<file path="src/rtl/axi4_lite_slave_regs.sv">
// AXI4-Lite slave register bank: reg_num read/write registers exposed as a flat bus,
// with a per-register write pulse and SLVERR for any address outside the bank.
module axi4_lite_slave_regs #(
  parameter int datawidth = 32,
  parameter int addrwidth = 32,
  parameter int reg_num   = 16
) (
  input  logic                          s_axi_aclk_in,
  input  logic                          s_axi_areset_in,
  input  logic [addrwidth-1:0]          s_axi_awaddr_in,
  input  logic                          s_axi_awvalid_in,
  output logic                          s_axi_awready_out,
  input  logic [datawidth-1:0]          s_axi_wdata_in,
  input  logic [datawidth/8-1:0]        s_axi_wstrb_in,
  input  logic                          s_axi_wvalid_in,
  output logic                          s_axi_wready_out,
  output logic [1:0]                    s_axi_bresp_out,
  output logic                          s_axi_bvalid_out,
  input  logic                          s_axi_bready_in,
  input  logic [addrwidth-1:0]          s_axi_araddr_in,
  input  logic                          s_axi_arvalid_in,
  output logic                          s_axi_arready_out,
  output logic [datawidth-1:0]          s_axi_rdata_out,
  output logic [1:0]                    s_axi_rresp_out,
  output logic                          s_axi_rvalid_out,
  input  logic                          s_axi_rready_in,
  output logic [reg_num*datawidth-1:0]  reg_data_out,
  output logic [reg_num-1:0]            reg_wr_pulse_out
);

  localparam int IDXW = $clog2(reg_num);
  localparam int NB   = datawidth / 8;

  typedef enum logic [1:0] {
    W_IDLE   = 2'd0,
    W_GOT_AW = 2'd1,
    W_GOT_W  = 2'd2,
    W_RESP   = 2'd3
  } wstate_t;

  typedef enum logic {
    R_IDLE = 1'b0,
    R_DATA = 1'b1
  } rstate_t;

  function automatic logic f_in_range(input logic [addrwidth-1:0] a);
    return ((a >> (IDXW + 2)) == '0);
  endfunction

  function automatic logic [datawidth-1:0] f_merge(
    input logic [datawidth-1:0] old_v,
    input logic [datawidth-1:0] new_v,
    input logic [NB-1:0]        strb
  );
    logic [datawidth-1:0] res;
    res = old_v;
    for (int b = 0; b < NB; b++) begin
      if (strb[b]) begin
        res[b*8 +: 8] = new_v[b*8 +: 8];
      end else begin
        res[b*8 +: 8] = old_v[b*8 +: 8];
      end
    end
    return res;
  endfunction

  function automatic logic [reg_num-1:0] f_onehot(input logic [IDXW-1:0] idx);
    logic [reg_num-1:0] v;
    v      = '0;
    v[idx] = 1'b1;
    return v;
  endfunction

  wstate_t               r_wstate;
  wstate_t               w_wstate_nxt;
  rstate_t               r_rstate;
  rstate_t               w_rstate_nxt;
  logic                  r_rst_active;
  logic [addrwidth-1:0]  r_awaddr;
  logic [datawidth-1:0]  r_wdata;
  logic [NB-1:0]         r_wstrb;
  logic [1:0]            r_bresp;
  logic [1:0]            r_rresp;
  logic [datawidth-1:0]  r_rdata;
  logic [reg_num-1:0]    r_wr_pulse;
  logic [datawidth-1:0]  r_regs [reg_num];

  logic                  w_awready;
  logic                  w_wready;
  logic                  w_bvalid;
  logic                  w_arready;
  logic                  w_rvalid;
  logic                  w_aw_hs;
  logic                  w_w_hs;
  logic                  w_ar_hs;
  logic                  w_commit;
  logic [addrwidth-1:0]  w_wr_addr;
  logic [datawidth-1:0]  w_wr_data;
  logic [NB-1:0]         w_wr_strb;
  logic                  w_wr_in_range;
  logic [IDXW-1:0]       w_wr_idx;
  logic                  w_rd_in_range;
  logic [IDXW-1:0]       w_rd_idx;

  // Tracks reset so readies can be held low from registered state alone
  always_ff @(posedge s_axi_aclk_in) begin
    if (s_axi_areset_in) begin
      r_rst_active <= 1'b1;
    end else begin
      r_rst_active <= 1'b0;
    end
  end

  // Write channel handshake signals decoded from the write state
  always_comb begin
    w_awready = 1'b0;
    w_wready  = 1'b0;
    w_bvalid  = 1'b0;
    case (r_wstate)
      W_IDLE: begin
        w_awready = ~r_rst_active;
        w_wready  = ~r_rst_active;
      end
      W_GOT_AW: w_wready  = ~r_rst_active;
      W_GOT_W:  w_awready = ~r_rst_active;
      W_RESP:   w_bvalid  = 1'b1;
      default: begin
        w_awready = 1'b0;
        w_wready  = 1'b0;
        w_bvalid  = 1'b0;
      end
    endcase
  end

  assign w_aw_hs = s_axi_awvalid_in & w_awready;
  assign w_w_hs  = s_axi_wvalid_in & w_wready;

  // Write FSM next state
  always_comb begin
    w_wstate_nxt = r_wstate;
    case (r_wstate)
      W_IDLE: begin
        if (w_aw_hs && w_w_hs) begin
          w_wstate_nxt = W_RESP;
        end else if (w_aw_hs) begin
          w_wstate_nxt = W_GOT_AW;
        end else if (w_w_hs) begin
          w_wstate_nxt = W_GOT_W;
        end else begin
          w_wstate_nxt = W_IDLE;
        end
      end
      W_GOT_AW: begin
        if (w_w_hs) begin
          w_wstate_nxt = W_RESP;
        end else begin
          w_wstate_nxt = W_GOT_AW;
        end
      end
      W_GOT_W: begin
        if (w_aw_hs) begin
          w_wstate_nxt = W_RESP;
        end else begin
          w_wstate_nxt = W_GOT_W;
        end
      end
      W_RESP: begin
        if (s_axi_bready_in) begin
          w_wstate_nxt = W_IDLE;
        end else begin
          w_wstate_nxt = W_RESP;
        end
      end
      default: w_wstate_nxt = W_IDLE;
    endcase
  end

  // The second half of a split write arrives live; the first half comes from the holding registers
  assign w_commit      = (r_wstate != W_RESP) && (w_wstate_nxt == W_RESP);
  assign w_wr_addr     = w_aw_hs ? s_axi_awaddr_in : r_awaddr;
  assign w_wr_data     = w_w_hs  ? s_axi_wdata_in  : r_wdata;
  assign w_wr_strb     = w_w_hs  ? s_axi_wstrb_in  : r_wstrb;
  assign w_wr_in_range = f_in_range(w_wr_addr);
  assign w_wr_idx      = w_wr_addr[IDXW+1:2];

  // Write FSM state, captured address/data and write response
  always_ff @(posedge s_axi_aclk_in) begin
    if (s_axi_areset_in) begin
      r_wstate <= W_IDLE;
      r_awaddr <= '0;
      r_wdata  <= '0;
      r_wstrb  <= '0;
      r_bresp  <= 2'b00;
    end else begin
      r_wstate <= w_wstate_nxt;
      if (w_aw_hs) begin
        r_awaddr <= s_axi_awaddr_in;
      end
      if (w_w_hs) begin
        r_wdata <= s_axi_wdata_in;
        r_wstrb <= s_axi_wstrb_in;
      end
      if (w_commit) begin
        r_bresp <= w_wr_in_range ? 2'b00 : 2'b10;
      end
    end
  end

  // Register bank and per-register write pulse
  always_ff @(posedge s_axi_aclk_in) begin
    if (s_axi_areset_in) begin
      for (int k = 0; k < reg_num; k++) begin
        r_regs[k] <= '0;
      end
      r_wr_pulse <= '0;
    end else begin
      r_wr_pulse <= '0;
      if (w_commit && w_wr_in_range) begin
        r_regs[w_wr_idx] <= f_merge(r_regs[w_wr_idx], w_wr_data, w_wr_strb);
        r_wr_pulse       <= f_onehot(w_wr_idx);
      end
    end
  end

  // Read channel handshake signals decoded from the read state
  always_comb begin
    w_arready = 1'b0;
    w_rvalid  = 1'b0;
    case (r_rstate)
      R_IDLE:  w_arready = ~r_rst_active;
      R_DATA:  w_rvalid  = 1'b1;
      default: begin
        w_arready = 1'b0;
        w_rvalid  = 1'b0;
      end
    endcase
  end

  assign w_ar_hs       = s_axi_arvalid_in & w_arready;
  assign w_rd_in_range = f_in_range(s_axi_araddr_in);
  assign w_rd_idx      = s_axi_araddr_in[IDXW+1:2];

  // Read FSM next state
  always_comb begin
    w_rstate_nxt = r_rstate;
    case (r_rstate)
      R_IDLE: begin
        if (w_ar_hs) begin
          w_rstate_nxt = R_DATA;
        end else begin
          w_rstate_nxt = R_IDLE;
        end
      end
      R_DATA: begin
        if (s_axi_rready_in) begin
          w_rstate_nxt = R_IDLE;
        end else begin
          w_rstate_nxt = R_DATA;
        end
      end
      default: w_rstate_nxt = R_IDLE;
    endcase
  end

  // Read FSM state and read data; a same-edge write is not yet visible in r_regs
  always_ff @(posedge s_axi_aclk_in) begin
    if (s_axi_areset_in) begin
      r_rstate <= R_IDLE;
      r_rdata  <= '0;
      r_rresp  <= 2'b00;
    end else begin
      r_rstate <= w_rstate_nxt;
      if (w_ar_hs) begin
        if (w_rd_in_range) begin
          r_rdata <= r_regs[w_rd_idx];
          r_rresp <= 2'b00;
        end else begin
          r_rdata <= '0;
          r_rresp <= 2'b10;
        end
      end
    end
  end

  generate
    for (genvar g = 0; g < reg_num; g++) begin : g_flat
      assign reg_data_out[g*datawidth +: datawidth] = r_regs[g];
    end
  endgenerate

  assign s_axi_awready_out = w_awready;
  assign s_axi_wready_out  = w_wready;
  assign s_axi_bvalid_out  = w_bvalid;
  assign s_axi_bresp_out   = r_bresp;
  assign s_axi_arready_out = w_arready;
  assign s_axi_rvalid_out  = w_rvalid;
  assign s_axi_rdata_out   = r_rdata;
  assign s_axi_rresp_out   = r_rresp;
  assign reg_wr_pulse_out  = r_wr_pulse;

endmodule

</file>
<file path="config.mk">
export PLATFORM = sky130hd
export DESIGN_NAME = axi4_lite_slave_regs
export DESIGN_NICKNAME = d
export VERILOG_FILES = /design/src/rtl/axi4_lite_slave_regs.sv
export SDC_FILE = /design/constraint.sdc
export NUM_CORES = 1
export LEC_CHECK = 0
export CORE_AREA = 4 4 259 261
export CTS_BUF_LIST = sky130_fd_sc_hd__clkbuf_16
export CTS_CLUSTER_SIZE = 14
export DETAILED_ROUTE_END_ITERATION = 10
export DIE_AREA = 0 0 263 265
export PLACE_DENSITY = 0.86
export SLEW_MARGIN = 10
export SYNTH_ARGS = -nofsm -noshare
export SYNTH_HDL_FRONTEND = slang
export SYNTH_SLANG_ARGS = --single-unit
</file>
<file path="constraint.sdc">
create_clock -name s_axi_aclk_in -period 4 [get_ports s_axi_aclk_in]
set_clock_uncertainty 0.05 [all_clocks]
set_input_delay 0.4 -clock s_axi_aclk_in [delete_from_list [all_inputs] [get_ports s_axi_aclk_in]]
set_output_delay 0.4 -clock s_axi_aclk_in [all_outputs]
set_load 0.05 [all_outputs]
</file>
---- Word level (Yosys, flattened, before mapping) ----
Memory sizes are Yosys's and may differ from the RTL's.
Cells that the tools add are included.
cells by class
  order comparisons ....................... 2
  equal/unequal tests ..................... 9
  muxes and demuxes ....................... 43
  bitwise gates (word level) .............. 6
  reduce and logical (&&, ||, !) cells .... 15
operator list
  operator                                                                      count
  32-bit 2-to-1 mux                                                             4
  8-bit 2-to-1 mux                                                              12
  32-bit zero test                                                              2
  32-bit OR reduction                                                           1
  1-bit 2-to-1 mux                                                              14
  2-bit 2-to-1 mux                                                              7
  4-bit 2-to-1 mux                                                              3
  3-bit != test, second input constant                                          4
  2-bit one-hot mux with 4 select lines                                         1
  2-bit AND reduction                                                           4
  2-bit equality test, second input constant                                    3
  2-bit OR reduction                                                            3
  4-bit by 5-bit less-than comparator with 1-bit output, second input constant  1
  1-bit demux with 4-bit select                                                 1
  4-bit by 1-bit >= comparator with 1-bit output, second input constant         1
  1-bit logical AND                                                             4
  1-bit bitwise AND                                                             3
  1-bit inverter                                                                3
  2-bit by 1-bit equality test with 1-bit output, second input constant         1
  2-bit zero test                                                               1
  2-bit != test, second input constant                                          1
  1-bit one-hot mux with 2 select lines                                         1
word-level totals
  bits in registers ....................... 124
  bits in writable memories ............... 512
  input port bits ......................... 107
  output and inout port bits .............. 569
  memories kept ........................... 1
memory list
  name    depth  width  read ports  clocked after memory_dff  wr ports  RTL line  source
  r_regs  16     32     17          0                         16        86        logic [datawidth-1:0] r_regs [reg_num];

---- Depth between registers and ports, before layout ----
  word-level depth ........................ 17
  depth in mapped cells ................... 8
  mapped depth without buffers ............ 4

---- Worst setup path after synthesis ----
No wires, ideal clock.
  kind .................................... register to register
  from .................................... register r_wstate[0]
  to ...................................... memory r_regs[1][16], enable pin
  setup time .............................. 0.387 ns
  data arrival time ....................... 2.397 ns
  slack ................................... 1.166 ns
  stages on the path, launching flop included .. 9
  buffers on the path ..................... 4
  clock period less this slack ............ 2.834 ns
  cells stage by stage .................... dfxtp_1 -> buf_6 -> or3b_4 -> buf_6 -> buf_6 -> mux2_4 -> clkbuf_1 -> nand2_1 -> o31ai_1
RTL lines
  item                    RTL line  source
  from (decl)             74        wstate_t r_wstate;
  from (signal assigned)  195       r_wstate <= w_wstate_nxt;
  to (decl)               86

==> results.md <==
* Number of synthesized flops with an enable pin at roughly 510
* Vias at around 25,000
* Reg power frac at ~47%
* Grt ovf at 0
* # nets final at ~3,000
* Relative slew slack at between 20% and 30%
* Seq/Total Area, Yosys at between 50% and 60%
* Post-Place Cells at between 3,000 and 4,000
* Post-Synthesis Cells at ~2,300
* First-pass GRT wire length at 169,000 microns
* Crit path required time at around 4300 ps
* Root Driver: clkbuf_16
* Slew @ Worst Pin at 1190 ps
* Critical path capture point type: flip-flop
* Slew Viols, Final at 0
* Die Height at 265 microns
* Crit path from: r_rst_active
* Initial antenna violation count at 1
* Number of global-route vias before repair at 24,400
* Post-CTS Setup Inserts at 0
* DRC violations left at 0
* Period minus WS final at 3230 ps
* IO Pins at between 600 and 700
* Longest Clk Path Bufs at 3
* Worst R2R Start: r_rst_active
* Core Rows at between 90 and 100
* IO Port Bufs at about 670
* Clock network fraction of total power at approximately 37%
* Min-delay src: s_axi_areset_in
* Final hold viol count at 0
* WS Path Type: reg -> reg
* Total clock sinks at approximately 630
* Worst-skew pair later-pin latency at ~600 ps
* Vias/cell at roughly 6.5
* Fmax achieved at 310 MHz
* Share of cells above drive strength 1 at 24.0%
* Die width at around 260 microns
* Num CTS Buffers at between 60 and 70
* Number of routed nets with antenna violations at 0
* Die area at between 60,000 and 70,000 sq um
* YS warnings at 0
* Most frequent cells in the layout: 665 x clkdlybuf4s50_1, 512 x edfxtp_1, 357 x nor3_1
* Clock transition at the registers of the reported paths at about 60 ps
* Status: completed
* Setup Viol. Count Final at 0
* Ys async rst share at 0%
* Unrepaired setup endpoints after global routing: false
* Max IR drop VDD at roughly 0.00032 V
* Max Cap Viol at 0
* Dominant cells by area after synthesis: edfxtp_1 50%, mux4_2 9.4%, dfxtp_1 7.8%, nor3_1 5.8%, nor3_2 5.1%
* Initial Utilization at between 40% and 50%
* Total GRT Usage at about a third
* Initial detailed-routing violation count at ~3,300
* Syn Area/Cell at around 14 sq um
* # hold bufs at CTS at 0
* Post-synth cell types at 52
* Netlist Area Pre-Place at 30,800 sq um
* WL/cell at 31.2 microns
* CTS tree: built
* Area grow syn2layout at 32.2%
* Detailed Route WL at 119,000 microns
* Worst-path fanout max at 28
* Combinational group share of total power at 15.9%
* Yosys top cell by area: edfxtp_1
* Critical path launch point type: flip-flop
* Static Leak at 0.0128 uW
* Switching pwr at roughly 4600 uW
* Commonest non-fill, non-tap cell in the layout: clkdlybuf4s50_1
* Share of the clock period used by the worst path at around four fifths
* Synth Register Bits at about 630
* Final GP Congestion at just under 1
* Ys flop type: edfxtp_1
* Sw Ratio at ~29%
* Crit path DAT at ~3500 ps
* H-tree depth at 3
* Core Area at around 64,000 sq um
* DP HPWL at a little under 90,000 microns
* P_int at roughly 11,000 uW
* Hold crit path type: in -> reg
* Non-Filler Instances at around 3,800
* PostCTS Resize Cnt at 0
* Router iterations before antenna repair at 6
* Power per Cell Area at about 390 nW/um^2
* Yosys top cell area share at 49.9%
* Largest net degree at the start of global routing at roughly 150
* Sum Neg Setup Slack at 0 ps
-- cells in the mapped netlist, types with 24 or more instances --
cell      instances
edfxtp_1        512
buf_4            38
nor3_2          157
clkbuf_1         94
nor4b_1          24
nand3_1         132
buf_2           127
nand4_1          32
o211ai_1         33
nand2_1         115
dfxtp_1         120
mux2i_1          31
o31ai_1          64
nor3_1          357
mux4_2          128
a21oi_1          34
mux2_2           71
and2_1           33
-- layout make-up --
| cell class | instances | area [sq um] |
|---|---|---|
| Antenna cell | 1 | 2.50 |
| Sequential cell | 632 | 17800 |
| Inverter | 5 | 21.3 |
| Fill cell | 4486 | 23800 |
| Clock inverter | 53 | 314 |
| Tap cell | 855 | 1070 |
| Multi-Input combinational cell | 1346 | 11600 |
| Clock buffer | 69 | 1730 |
| Timing Repair Buffer | 850 | 8200 |
-- flip-flops by register name, indices dropped and copies added, names as in the netlist --
name,cells
r_awaddr,30
r_regs,512
r_rst_active,1
r_rstate,1
r_wdata,32
r_wstate,2
r_wstrb,4
reg_wr_pulse_out,16
s_axi_bresp_out,1
s_axi_rdata_out,32
s_axi_rresp_out,1
-- power by group through the flow --
stage                     Sequential (uW)  Combinational, uW  Clock (uW)
after floorplan                      8220                942           0
after CTS                            7490               2520        5910
final                                7510               2540        5880
after detailed placement             7630               2510           0
after global routing                 7510               2610        6180
after global placement               7620               2460           0
-- cell families after synthesis --
logic type             count (synthesis)  synth area share, %
and+or+nand+nor                      922                 18.2
DFF                                  632                 57.7
buffers and inverters                292                 5.06
muxes                                240                 13.5
AOI/OAI and AO/OA                    182                 5.49
other                                  1               0.0122
-- worst paths after layout --
kind / endpoint / cells past startpoint / slack, ps
hold / removal: r_rst_active / 2 / 250
hold reg to reg: r_awaddr[31] / 2 / 400
setup / recovery: r_regs[1][30] / 6 / 770
setup reg to reg: r_regs[1][30] / 6 / 770
-- per-layer routing --
layer,vias up,wire length (microns),GRT usage [%]
met5,-,0,0
met4,0,7340,17.4
met3,368,13800,8.03
met2,2044,57800,54.6
met1,12300,39800,38.9
li1,10100,-,-
-- critical path: stages (launching register included) --
cell	delay (ps)
dfxtp_1	580
or3b_4	410
and3_2	700
buf_4	280
o21ai_4	110
o31ai_1	490
buf_4	290
-- through the flow --
step	power [uW]	instance area (sq um)	setup slack [ps]	utilization (%)	hold WS, ps
finish	15900	40700	774	63.1	253
global route	16300	40700	607	63.1	243
CTS	15900	40700	789	63.1	215
detailed placement	10100	38600	311	59.9	394
global placement	10100	38600	381	59.9	389
floorplan	9160	30800	1170	-	378
(Power assumes the default switching activity.)
